===== config.mk =====
export PLATFORM = sky130hd
export DESIGN_NAME = uart_rx_frame_ctrl
export DESIGN_NICKNAME = d
export VERILOG_FILES = /design/src/rtl/uart_rx_pkg.sv /design/src/rtl/uart_rx_edge_bit_counter.sv /design/src/rtl/uart_rx_frame_ctrl.sv
export SDC_FILE = /design/constraint.sdc
export NUM_CORES = 1
export LEC_CHECK = 0
export ABC_CLOCK_PERIOD_IN_PS = 4800
export CAP_MARGIN = 10
export CORE_MARGIN = 2
export CORE_UTILIZATION = 56
export CTS_CLUSTER_SIZE = 40
export DETAILED_ROUTE_END_ITERATION = 7
export PLACE_DENSITY = 0.94
export SYNTH_ARGS = -nofsm -noshare
export SYNTH_HDL_FRONTEND = slang
export SYNTH_SLANG_ARGS = --single-unit
export TNS_END_PERCENT = 10

===== constraint.sdc =====
create_clock -name CLK -period 4.8 [get_ports CLK]
set_input_delay 0.72 -clock CLK [delete_from_list [all_inputs] [get_ports CLK]]
set_output_delay 0.72 -clock CLK [all_outputs]
set_load 0.1 [all_outputs]

===== src/rtl/uart_rx_pkg.sv =====
// Shared types and constants for the UART receive path.
// Frame state encoding and parity selection values.
package uart_rx_pkg;

    localparam int DEF_DATA_WIDTH = 8;

    localparam logic PAR_EVEN = 1'b0;
    localparam logic PAR_ODD  = 1'b1;

    typedef enum logic [2:0] {
        IDLE   = 3'd0,
        START  = 3'd1,
        DATA   = 3'd2,
        PARITY = 3'd3,
        STOP   = 3'd4
    } rx_state_t;

endpackage


===== src/rtl/uart_rx_edge_bit_counter.sv =====
// Oversample edge counter and bit counter for the UART receiver.
// Both counters are held at zero while disabled.
module uart_rx_edge_bit_counter #(
    parameter int PRESCALE_W = 8,
    parameter int BIT_CNT_W  = 4
) (
    input  logic                  CLK,
    input  logic                  RST,
    input  logic                  enable,
    input  logic [PRESCALE_W-1:0] Prescale,
    output logic [PRESCALE_W-1:0] Edge_Cnt,
    output logic [BIT_CNT_W-1:0]  bit_cnt,
    output logic                  bit_end
);

    assign bit_end = enable && (Edge_Cnt == Prescale - 1'b1);

    always_ff @(posedge CLK or negedge RST) begin
        if (!RST) begin
            Edge_Cnt <= '0;
            bit_cnt  <= '0;
        end else if (!enable) begin
            Edge_Cnt <= '0;
            bit_cnt  <= '0;
        end else if (bit_end) begin
            Edge_Cnt <= '0;
            bit_cnt  <= bit_cnt + 1'b1;
        end else begin
            Edge_Cnt <= Edge_Cnt + 1'b1;
        end
    end

endmodule


===== src/rtl/uart_rx_frame_ctrl.sv =====
// UART receive frame controller: start detect, deserialise, parity/stop check.
// Drives the bit sampler timing and consumes its voted bit.
module uart_rx_frame_ctrl
    import uart_rx_pkg::*;
#(
    parameter int DATA_WIDTH = DEF_DATA_WIDTH,
    parameter int PRESCALE_W = 8
) (
    input  logic                  CLK,
    input  logic                  RST,
    input  logic                  RX_IN,
    input  logic [PRESCALE_W-1:0] Prescale,
    input  logic                  PAR_EN,
    input  logic                  PAR_TYP,
    input  logic                  Sampled_Bit,
    output logic                  Sample_En,
    output logic [PRESCALE_W-1:0] Edge_Cnt,
    output logic                  Busy,
    output logic [DATA_WIDTH-1:0] P_DATA,
    output logic                  Data_Valid,
    output logic                  Par_Err,
    output logic                  Stop_Err
);

    localparam int BIT_CNT_W = $clog2(DATA_WIDTH + 4);

    rx_state_t             state;
    logic [DATA_WIDTH-1:0] shift;
    logic                  par_en_q;
    logic                  par_typ_q;
    logic                  par_bad;
    logic                  active;
    logic                  bit_end;
    logic                  exp_par;
    logic [BIT_CNT_W-1:0]  bit_cnt;

    assign active    = (state != IDLE);
    assign Busy      = active;
    assign Sample_En = active;
    assign exp_par   = (par_typ_q == PAR_ODD) ? ~^shift : ^shift;

    uart_rx_edge_bit_counter #(
        .PRESCALE_W (PRESCALE_W),
        .BIT_CNT_W  (BIT_CNT_W)
    ) u_cnt (
        .CLK      (CLK),
        .RST      (RST),
        .enable   (active),
        .Prescale (Prescale),
        .Edge_Cnt (Edge_Cnt),
        .bit_cnt  (bit_cnt),
        .bit_end  (bit_end)
    );

    always_ff @(posedge CLK or negedge RST) begin
        if (!RST) begin
            state      <= IDLE;
            shift      <= '0;
            par_en_q   <= 1'b0;
            par_typ_q  <= 1'b0;
            par_bad    <= 1'b0;
            P_DATA     <= '0;
            Data_Valid <= 1'b0;
            Par_Err    <= 1'b0;
            Stop_Err   <= 1'b0;
        end else begin
            Data_Valid <= 1'b0;
            Par_Err    <= 1'b0;
            Stop_Err   <= 1'b0;
            unique case (state)
                IDLE: begin
                    if (!RX_IN) begin
                        state     <= START;
                        par_en_q  <= PAR_EN;
                        par_typ_q <= PAR_TYP;
                        par_bad   <= 1'b0;
                    end
                end
                START: begin
                    // A start bit that votes high was a line glitch
                    if (bit_end) begin
                        state <= Sampled_Bit ? IDLE : DATA;
                    end
                end
                DATA: begin
                    if (bit_end) begin
                        shift <= {Sampled_Bit, shift[DATA_WIDTH-1:1]};
                        if (bit_cnt == BIT_CNT_W'(DATA_WIDTH)) begin
                            state <= par_en_q ? PARITY : STOP;
                        end
                    end
                end
                PARITY: begin
                    if (bit_end) begin
                        par_bad <= (Sampled_Bit != exp_par);
                        state   <= STOP;
                    end
                end
                STOP: begin
                    if (bit_end) begin
                        state      <= IDLE;
                        Stop_Err   <= ~Sampled_Bit;
                        Par_Err    <= par_bad;
                        Data_Valid <= Sampled_Bit & ~par_bad;
                        if (Sampled_Bit && !par_bad) begin
                            P_DATA <= shift;
                        end
                    end
                end
                default: state <= IDLE;
            endcase
        end
    end

endmodule


### Yosys cells after proc, flatten, opt, wreduce, memory -nomap -nowiden

Index checks and enable logic that the tools add are counted.

| word-level totals | value |
|---|---|
| bits in registers | 37 |
| bits of input ports | 14 |
| output and inout port bits | 21 |

| cells by class | value |
|---|---|
| add/subtract/negate cells | 3 |
| equality and inequality tests | 14 |
| multiplexer cells | 23 |
| bitwise operators | 4 |
| reduce and logical (&&, ||, !) cells | 13 |

Operators with widths:

| kind | number |
|---|---|
| $mux W3 | 7 |
| $mux W8 | 2 |
| $pmux W3 S5 | 1 |
| $ne A2 B2 Y1 const B | 7 |
| $mux W1 | 9 |
| $add A8 B1 Y8 const B | 1 |
| $eq A8 B8 Y1 | 1 |
| $mux W4 | 2 |
| $reduce_xnor A8 Y1 | 1 |
| $reduce_xor A8 Y1 | 1 |
| $sub A8 B1 Y8 const B | 1 |
| $eq A3 B2 Y1 const B | 2 |
| $reduce_and A3 Y1 | 2 |
| $reduce_and A6 Y1 | 1 |
| $add A4 B1 Y4 const B | 1 |
| $eq A4 B4 Y1 const B | 1 |
| $reduce_and A2 Y1 | 2 |
| $eq A3 B1 Y1 const B | 1 |
| $eq A3 B3 Y1 const B | 1 |
| $logic_not A3 Y1 | 1 |
| $not A1 Y1 | 3 |
| $reduce_bool A3 Y1 | 1 |
| $logic_and A1 B1 Y1 | 2 |
| $mux W2 | 1 |
| 5 further kinds | 5 |

### Depth between registers and ports, before layout

Gate-level depths: netlist of run 1.

| depth | value |
|---|---|
| depth after elaboration | 5 |
| mapped depth | 11 |
| gate-level depth less buffers | 8 |

### Modules after synthesis

From an unflattened synthesis of run 1, not the netlist that was laid out.

| second synthesis, totals | value |
|---|---|
| cell total of the unflattened synthesis | 178 |
| area total of the unflattened synthesis | 2078.2 µm² |

By module, submodules not included:

| module | times used | cells an instance | area each (µm²) |
|---|---|---|---|
| uart_rx_frame_ctrl | 1 | 87 | 1177.4 |
| uart_rx_edge_bit_counter | 1 | 91 | 900.9 |

### Worst setup path before layout of run 1

Ideal clock, no wire load.

| timing | value |
|---|---|
| path type | register to register |
| start point | register u_cnt.Edge_Cnt[6] |
| end point | register shift[7] |
| setup time | 0.125 ns |
| arrival time | 2.971 ns |
| data required time | 4.675 ns |
| setup slack | 1.705 ns |
| stages on the path, launching flop included | 9 |
| path buffers | 2 |
| cell sequence | dfrtp_1 buf_4 or2b_2 o21a_1 o31a_1 and2_1 buf_6 nor4b_4 mux2_2 |

| between the ends | value |
|---|---|
| word-level cells in the longest chain between the ends | 3 |

RTL lines:

| item | RTL line | text |
|---|---|---|
| start: declaration | uart_rx_edge_bit_counter.sv:11 | `output logic [PRESCALE_W-1:0] Edge_Cnt,` |
| start signal: assignment | uart_rx_edge_bit_counter.sv:29 | `Edge_Cnt <= Edge_Cnt + 1'b1;` |
| $eq A8 B8 Y1 | uart_rx_edge_bit_counter.sv:16 | `assign bit_end = enable && (Edge_Cnt == Prescale - 1'b1);` |
| $logic_and A1 B1 Y1 | uart_rx_edge_bit_counter.sv:16 |  |
| $reduce_and A2 Y1 (no line) | -- |  |
| end signal: assignment | uart_rx_frame_ctrl.sv:87 | `shift <= {Sampled_Bit, shift[DATA_WIDTH-1:1]};` |
| end: declaration | uart_rx_frame_ctrl.sv:28 | `logic [DATA_WIDTH-1:0] shift;` |

Every way passes these cells.
A chain may end at the register's enable or synchronous reset.

### Worst setup path after layout of run 1

| timing | value |
|---|---|
| start point | input port Prescale[0] |
| end point | register shift[2] |

| between the ends | value |
|---|---|
| word-level cells in the longest chain between the ends | 4 |

RTL lines:

| item | RTL line | text |
|---|---|---|
| start: declaration | uart_rx_frame_ctrl.sv:12 | `input logic [PRESCALE_W-1:0] Prescale,` |
| $sub A8 B1 Y8 | uart_rx_edge_bit_counter.sv:16 |  |
| $eq A8 B8 Y1 | uart_rx_edge_bit_counter.sv:16 |  |
| $logic_and A1 B1 Y1 | uart_rx_edge_bit_counter.sv:16 |  |
| $reduce_and A2 Y1 (no line) | -- |  |

Every way passes these cells.

==> results of run 1 <==
cells in the final DEF (no fill, tap or decap), types with 2 or more instances in the layout:
cell type	instances
sky130_fd_sc_hd__or2b_2	2
sky130_fd_sc_hd__inv_1	7
sky130_fd_sc_hd__nand3b_1	2
sky130_fd_sc_hd__a21oi_1	8
sky130_fd_sc_hd__xor2_1	7
sky130_fd_sc_hd__mux2_2	18
sky130_fd_sc_hd__clkbuf_8	2
sky130_fd_sc_hd__clkbuf_4	5
sky130_fd_sc_hd__mux2i_1	2
sky130_fd_sc_hd__dfrtp_1	37
sky130_fd_sc_hd__nor4_1	2
sky130_fd_sc_hd__nand4_1	3
sky130_fd_sc_hd__xnor2_1	17
sky130_fd_sc_hd__o21ai_0	5
sky130_fd_sc_hd__o21bai_1	2
sky130_fd_sc_hd__nor3_1	13
sky130_fd_sc_hd__nand3_1	7
sky130_fd_sc_hd__ha_1	4
sky130_fd_sc_hd__buf_4	2
sky130_fd_sc_hd__clkdlybuf4s50_1	34
sky130_fd_sc_hd__nor2b_1	2
sky130_fd_sc_hd__o31ai_1	3
sky130_fd_sc_hd__a211oi_1	2
sky130_fd_sc_hd__nand2_1	9
sky130_fd_sc_hd__and3_1	5
sky130_fd_sc_hd__nor2_1	7
sky130_fd_sc_hd__and2_1	3
kinds of logic (layout without fill, tap and decap cells):
| kind of cell | after synthesis | in the layout |
|---|---|---|
| AOI/OAI and AO/OA | 24 | 24 |
| adders and majority gates | 4 | 4 |
| DFF | 37 | 37 |
| xor gates and xnor gates | 24 | 24 |
| buffers and inverters | 15 | 51 |
| muxes | 20 | 20 |
| and+or+nand+nor | 62 | 62 |
flip-flops by register name (all words and copies together), names as in the netlist:
signal,flops
par_en_q,1
par_bad,1
Stop_Err,1
state,3
shift,8
u_cnt.Edge_Cnt,8
Data_Valid,1
par_typ_q,1
P_DATA,8
Par_Err,1
u_cnt.bit_cnt,4
worst max-delay path: cells and delay by family:
kind | cells | cell delay (ns)
AO/OA/AOI/OAI | 3 | 0.54
buffers and inverters | 2 | 0.69
adder cells (fa/ha/maj) | 1 | 0.30
multiplexers | 1 | 0.40
AND/OR/NAND/NOR | 2 | 0.85
per-stage QoR:
step                power, mW  setup WS (ns)
floorplan              0.8247          1.705
global placement       0.9353          1.252
detailed placement     0.9443          1.156
CTS                     1.132          1.545
global route            1.186          1.284
finish                  1.124          1.535
how the worst max path moves through the flow:
stage	to	slack, ns	cells after the start
finish	shift[2]	1.53	9
global route	state[2]	1.28	8
CTS	shift[2]	1.55	9
detailed placement	shift[2]	1.16	9
global placement	shift[6]	1.25	9
floorplan	shift[7]	1.70	8
power groups by stage:
| stage | Combinational, mW | Sequential (mW) | Clock (mW) |
|---|---|---|---|
| global route | 0.541 | 0.439 | 0.207 |
| global placement | 0.500 | 0.435 | 0 |
| detailed placement | 0.508 | 0.436 | 0 |
| finish | 0.508 | 0.431 | 0.185 |
| floorplan | 0.197 | 0.627 | 0 |
| CTS | 0.510 | 0.430 | 0.192 |
layer usage:
layer	routed length, um	vias to the layer above	part of all wire
li1	-	726	-
met1	1720	721	0.46
met2	1761	57	0.47
met3	233	6	0.062
met4	48	0	0.013
met5	0	-	0
layout make-up:
class	count	area [sq um]
tap	46	57.56
fill	244	949.7
timing repair buffer	36	355.3
sequential	37	925.9
multi-input combinational	134	1005
clock buffer	7	65.06
clock inverter	1	5.005
inverter	7	26.28
==> out/qor.csv, run 1 <==
metric,value,unit
run_status,completed,
grt_setup_unrepaired,no,
post_synth_num_cell_types,38,
p_clk_frac,0.164,
setup-violations-final,0,
ys.warnings.count,0,
yosys.area_share.simple,0.1841,
finalHoldViolations,0,
p_int,0.6100,mW
synthCells,186,
first_iter_violations,122,
routed_wire_length_per_instance,14.04,um
synthTopCellsByArea,"sky130_fd_sc_hd__dfrtp_1, sky130_fd_sc_hd__mux2_2, sky130_fd_sc_hd__xnor2_1",
antenna_found_initial,0,
timing.rr.end,shift[2],
dpl-instance-area,0.002370,sq mm
detailedPlacementHpwl,2706,um
layout.nets,239,
synth_flop_cell,sky130_fd_sc_hd__dfrtp_1,
crit_path_end_kind,flip-flop,
p_leak,1.071,nW
cp_cell_sequence,"clkdlybuf4s50_1, inv_1, ha_1, o21bai_1, a211oi_1, o21bai_1, and2_1, nor4b_4, mux2_2",
grt_util_met3,0.05986,
critPathRequiredTime,5.03,ns
sum_of_routed_wire_length_over_all_layers,3763,um
maxSlewHeadroom,0.3498,
synthMostInstantiatedCell,sky130_fd_sc_hd__dfrtp_1,
portion_of_the_clock_cycle_consumed_by_the_worst_path_in_the_final_layout,0.6803,
register_to_register_path_setup_slack,2.18,ns
detail-route-antenna-nets,0,
edff_count_synth,0,
cts.clk_slew.worst_paths,0.10,ns
cts_root_buf,sky130_fd_sc_hd__clkbuf_4,
cp_common_cell,sky130_fd_sc_hd__o21bai_1,
gp_routability_congestion,0.8339,
whs_path_depth,1,
fp.dieArea,0.004088,sq mm
worst_path_max_fanout,10,
pin_count_of_the_biggest_net_entering_global_routing,38,
die-height,63.94,um
cts_max_level,2,
hold_buffer_count_at_cts,0,
grt.busiest_layer,met2,
synth_compound_gate_area_share,0.07525,
synthesis.area_per_instance,10.82,sq um
timing.reg2reg.worst_path_depth,6,
fraction_of_met2_tracks_used_by_global_routing,0.3255,
port_buffers,34,
ys_seq_elements,37,
hold_path.class,reg2reg,
viasPerCell,5.634,
post_route_cells_drive_above_1_share,0.1532,
globalRouteTotalUtil,0.2043,
hold_path.startpoint,P_DATA[3],
areaGrowthSynthToFinish,21.27,%
comb_power_share,0.452,
grt_pass1_wl,6410,um
clock_sink_count,37,
utilization,0.7198,
gr-usage-met1,0.2677,
ir_worst_vdd,0.2893,mV
slew_viol_final,0,
max_stage_delay,0.61,ns
setup-tns-final,0,ns
chipWidth,63.94,um
drt_drc_violations_left,0,
cts_resized,0,
power.share.sequential,0.383,
worst_setup_path_start_kind,input pin,
yosys.area_share.xor_xnor,0.1045,
design_area,0.002440,sq mm
synthDominantCellAreaShare,0.4602,
synth_adder_area_share,0.02488,
period_needed,3.265,ns
tightest_slew,0.9722,ns
worstReg2RegStart,u_cnt.Edge_Cnt[6],
numPlacedInstances,260,
power.switching,0.5138,mW
timing.critical_path.slowest_stage_cell,sky130_fd_sc_hd__clkdlybuf4s50_1,
synth-seq-area-share,0.4602,
synth.largest_area_cell,sky130_fd_sc_hd__dfrtp_1,
path_class,in2reg,
worst_setup_path_startpoint,Prescale[0],
initial_core_util,0.5936,
setup_buffers_after_cts,0,
maxCapViolCount,0,
post_synth_mux_area_share,0.1107,
timing.fmax,306.2,MHz
floorplan_row_count,21,
netSwitchingFraction,0.4572,
skew,0.002689,ns
power_per_cell_area,460.6,mW/mm^2
final_cell_count_no_fill,268,
num_vias,1510,
core_area,0.003390,sq mm
critical_path_arrival,3.50,ns
via_count_of_the_first_global_routing_pass,1389,
cts_buf_count,5,
postSynthNetCount,204,
synth_top_cells_by_count,"sky130_fd_sc_hd__dfrtp_1, sky130_fd_sc_hd__mux2_2, sky130_fd_sc_hd__xnor2_1",
synthesis.area,0.002012,sq mm
detail_route.first_pass.iterations,4,
main_combinational_cell_family_by_area_after_synthesis,simple AND/OR/NAND/NOR gates,
insertedDiodeCount,0,
hold_slack,0.5252,ns
postSynth.asyncResetShare,1.000,
holdPathEnd,P_DATA[3],
cts-root-to-sink-buffers,2,
grt_remaining_overflow,0,
top_level_ports,35,
clk-insertion-delay-late,0.34,ns
tritoncts,built,
Power figures use the tool's default switching activity.
==> run 2, diff against run 1 <==
- ABC_CLOCK_PERIOD_IN_PS: 4800 -> 3300
- CORE_UTILIZATION: 56 -> 52
- PLACE_DENSITY: 0.94 -> 0.89
- clock period: 4.8 -> 3.3 ns (I/O delays scaled with it)
==> out/qor.csv, run 2 (synthesized netlist as in run 1, its figures left out) <==
metric,value,unit
detail_route.first_pass.iterations,4,
finalHoldViolations,0,
setup-violations-final,0,
cts_root_buf,sky130_fd_sc_hd__clkbuf_8,
fp.dieArea,0.004382,sq mm
tritoncts,built,
path_class,in2reg,
timing.reg2reg.worst_path_depth,7,
period_needed,2.888,ns
grt_setup_unrepaired,no,
whs_path_depth,1,
tightest_slew,0.9698,ns
chipWidth,66.20,um
critical_path_arrival,3.06,ns
post_route_cells_drive_above_1_share,0.2096,
num_vias,1514,
sum_of_routed_wire_length_over_all_layers,3901,um
hold_buffer_count_at_cts,0,
clock_sink_count,37,
final_common_cell,sky130_fd_sc_hd__dfrtp_1,
p_int,0.9248,mW
pin_count_of_the_biggest_net_entering_global_routing,38,
numPlacedInstances,270,
areaGrowthSynthToFinish,24.19,%
clk-insertion-delay-late,0.29,ns
core_area,0.003689,sq mm
ir_worst_vdd,0.4919,mV
p_clk_frac,0.186,
gp_routability_congestion,0.8335,
cts-root-to-sink-buffers,2,
final_cell_mix,"sky130_fd_sc_hd__dfrtp_1, sky130_fd_sc_hd__clkdlybuf4s50_1, sky130_fd_sc_hd__mux2_2, sky130_fd_sc_hd__buf_4, sky130_fd_sc_hd__xnor2_1",
slew_viol_final,0,
floorplan_row_count,22,
power.share.sequential,0.374,
detailedPlacementHpwl,2940,um
globalRouteTotalUtil,0.2072,
cts_buf_count,5,
power_per_cell_area,668.7,mW/mm^2
via_count_of_the_first_global_routing_pass,1516,
cp_common_cell,sky130_fd_sc_hd__o21bai_1,
drt_drc_violations_left,0,
power.switching,0.7461,mW
setup_buffers_after_cts,0,
viasPerCell,5.466,
detail-route-antenna-nets,0,
cpLargestDelayFamily,buffers and inverters,
max_stage_delay,0.56,ns
biggestRegsByFlops,"P_DATA (8), shift (8), u_cnt.Edge_Cnt (8)",
maxSlewHeadroom,0.3514,
worst_path_max_fanout,10,
utilization,0.6774,
portion_of_the_clock_cycle_consumed_by_the_worst_path_in_the_final_layout,0.8751,
totalPowerFinal,1.671,mW
maxCapViolCount,0,
final_cell_count_no_fill,277,
p_leak,1.120,nW
comb_power_share,0.440,
netSwitchingFraction,0.4465,
critical_path_buf_inv_count,3,
first_iter_violations,56,
critPathRequiredTime,3.47,ns
timing.fmax,346.3,MHz
cp_cell_sequence,"clkdlybuf4s50_1, inv_1, ha_1, o21bai_1, a211oi_1, o21bai_1, and2_1, nor4b_4, buf_4, mux2_2",
hold_path.class,reg2reg,
die-height,66.20,um
skew,0.007116,ns
initial_core_util,0.5455,
setup-tns-final,0,ns
grt_pass1_wl,6727,um
timing.critical_path.slowest_stage_cell,sky130_fd_sc_hd__clkdlybuf4s50_1,
grt_remaining_overflow,0,
cts_max_level,2,
cts_resized,0,
layout.nets,247,
antenna_found_initial,0,
cts.clk_slew.worst_paths,0.06,ns
crit_path_end_kind,flip-flop,
insertedDiodeCount,0,
worst_setup_path_start_kind,input pin,
top_level_ports,35,
cp.depth,10,
routed_wire_length_per_instance,14.08,um
port_buffers,34,
run_status,completed,
## run 2: cell count changes in the layout (fill, tap and decap cells not counted), sizes merged
cell           delta
buf              +16
clkinv            -1
clkdlybuf4s50     -8
## run 2: final timing paths
path                              startpoint   endpoint  slack, ns
max in group asynchronous                RST   shift[5]       2.35
min reg2reg                        P_DATA[1]  P_DATA[1]       0.51
max reg2reg                u_cnt.Edge_Cnt[6]   shift[1]       0.84
max                              Prescale[1]   shift[1]       0.41
min in group asynchronous                RST   state[1]       0.62
min                                P_DATA[1]  P_DATA[1]       0.51
## run 2: layout make-up
cell class              count  area [sq um]
fillers                   304          1190
multi-input cells         134          1005
flip-flops and latches     37         925.9
repair buffers             44         395.4
clock buffers               7         86.33
well taps                  48         60.06
inverters                   7         26.28
## run 2: power by group through the flow
stage	combinational, mW	clock (mW)	sequential, mW
after global placement	0.726	0	0.631
after global routing	0.782	0.341	0.641
after detailed placement	0.736	0	0.635
after CTS	0.740	0.318	0.625
after floorplan	0.287	0	0.912
final	0.734	0.311	0.625
## run 2: per-stage QoR
stage                     hold WS [ns]  area, sq um  setup WS, ns
after floorplan                 0.1994         2012        0.2046
after global placement          0.4915         2412        0.2084
after detailed placement        0.4941         2412        0.1473
after CTS                       0.5100         2499        0.4323
after global routing            0.5289         2499        0.2987
final                           0.5064         2499        0.4122
## run 2: metal layers
layer / routed length [um] / global-route usage / vias to the layer above / part of all wire
met2: 1952 / 0.3538 / 33 / 0.50
met4: 46 / 0.06378 / 0 / 0.012
met5: 0 / 0 / - / 0
met1: 1682 / 0.2522 / 735 / 0.43
li1: - / - / 741 / -
met3: 219 / 0.05963 / 5 / 0.056
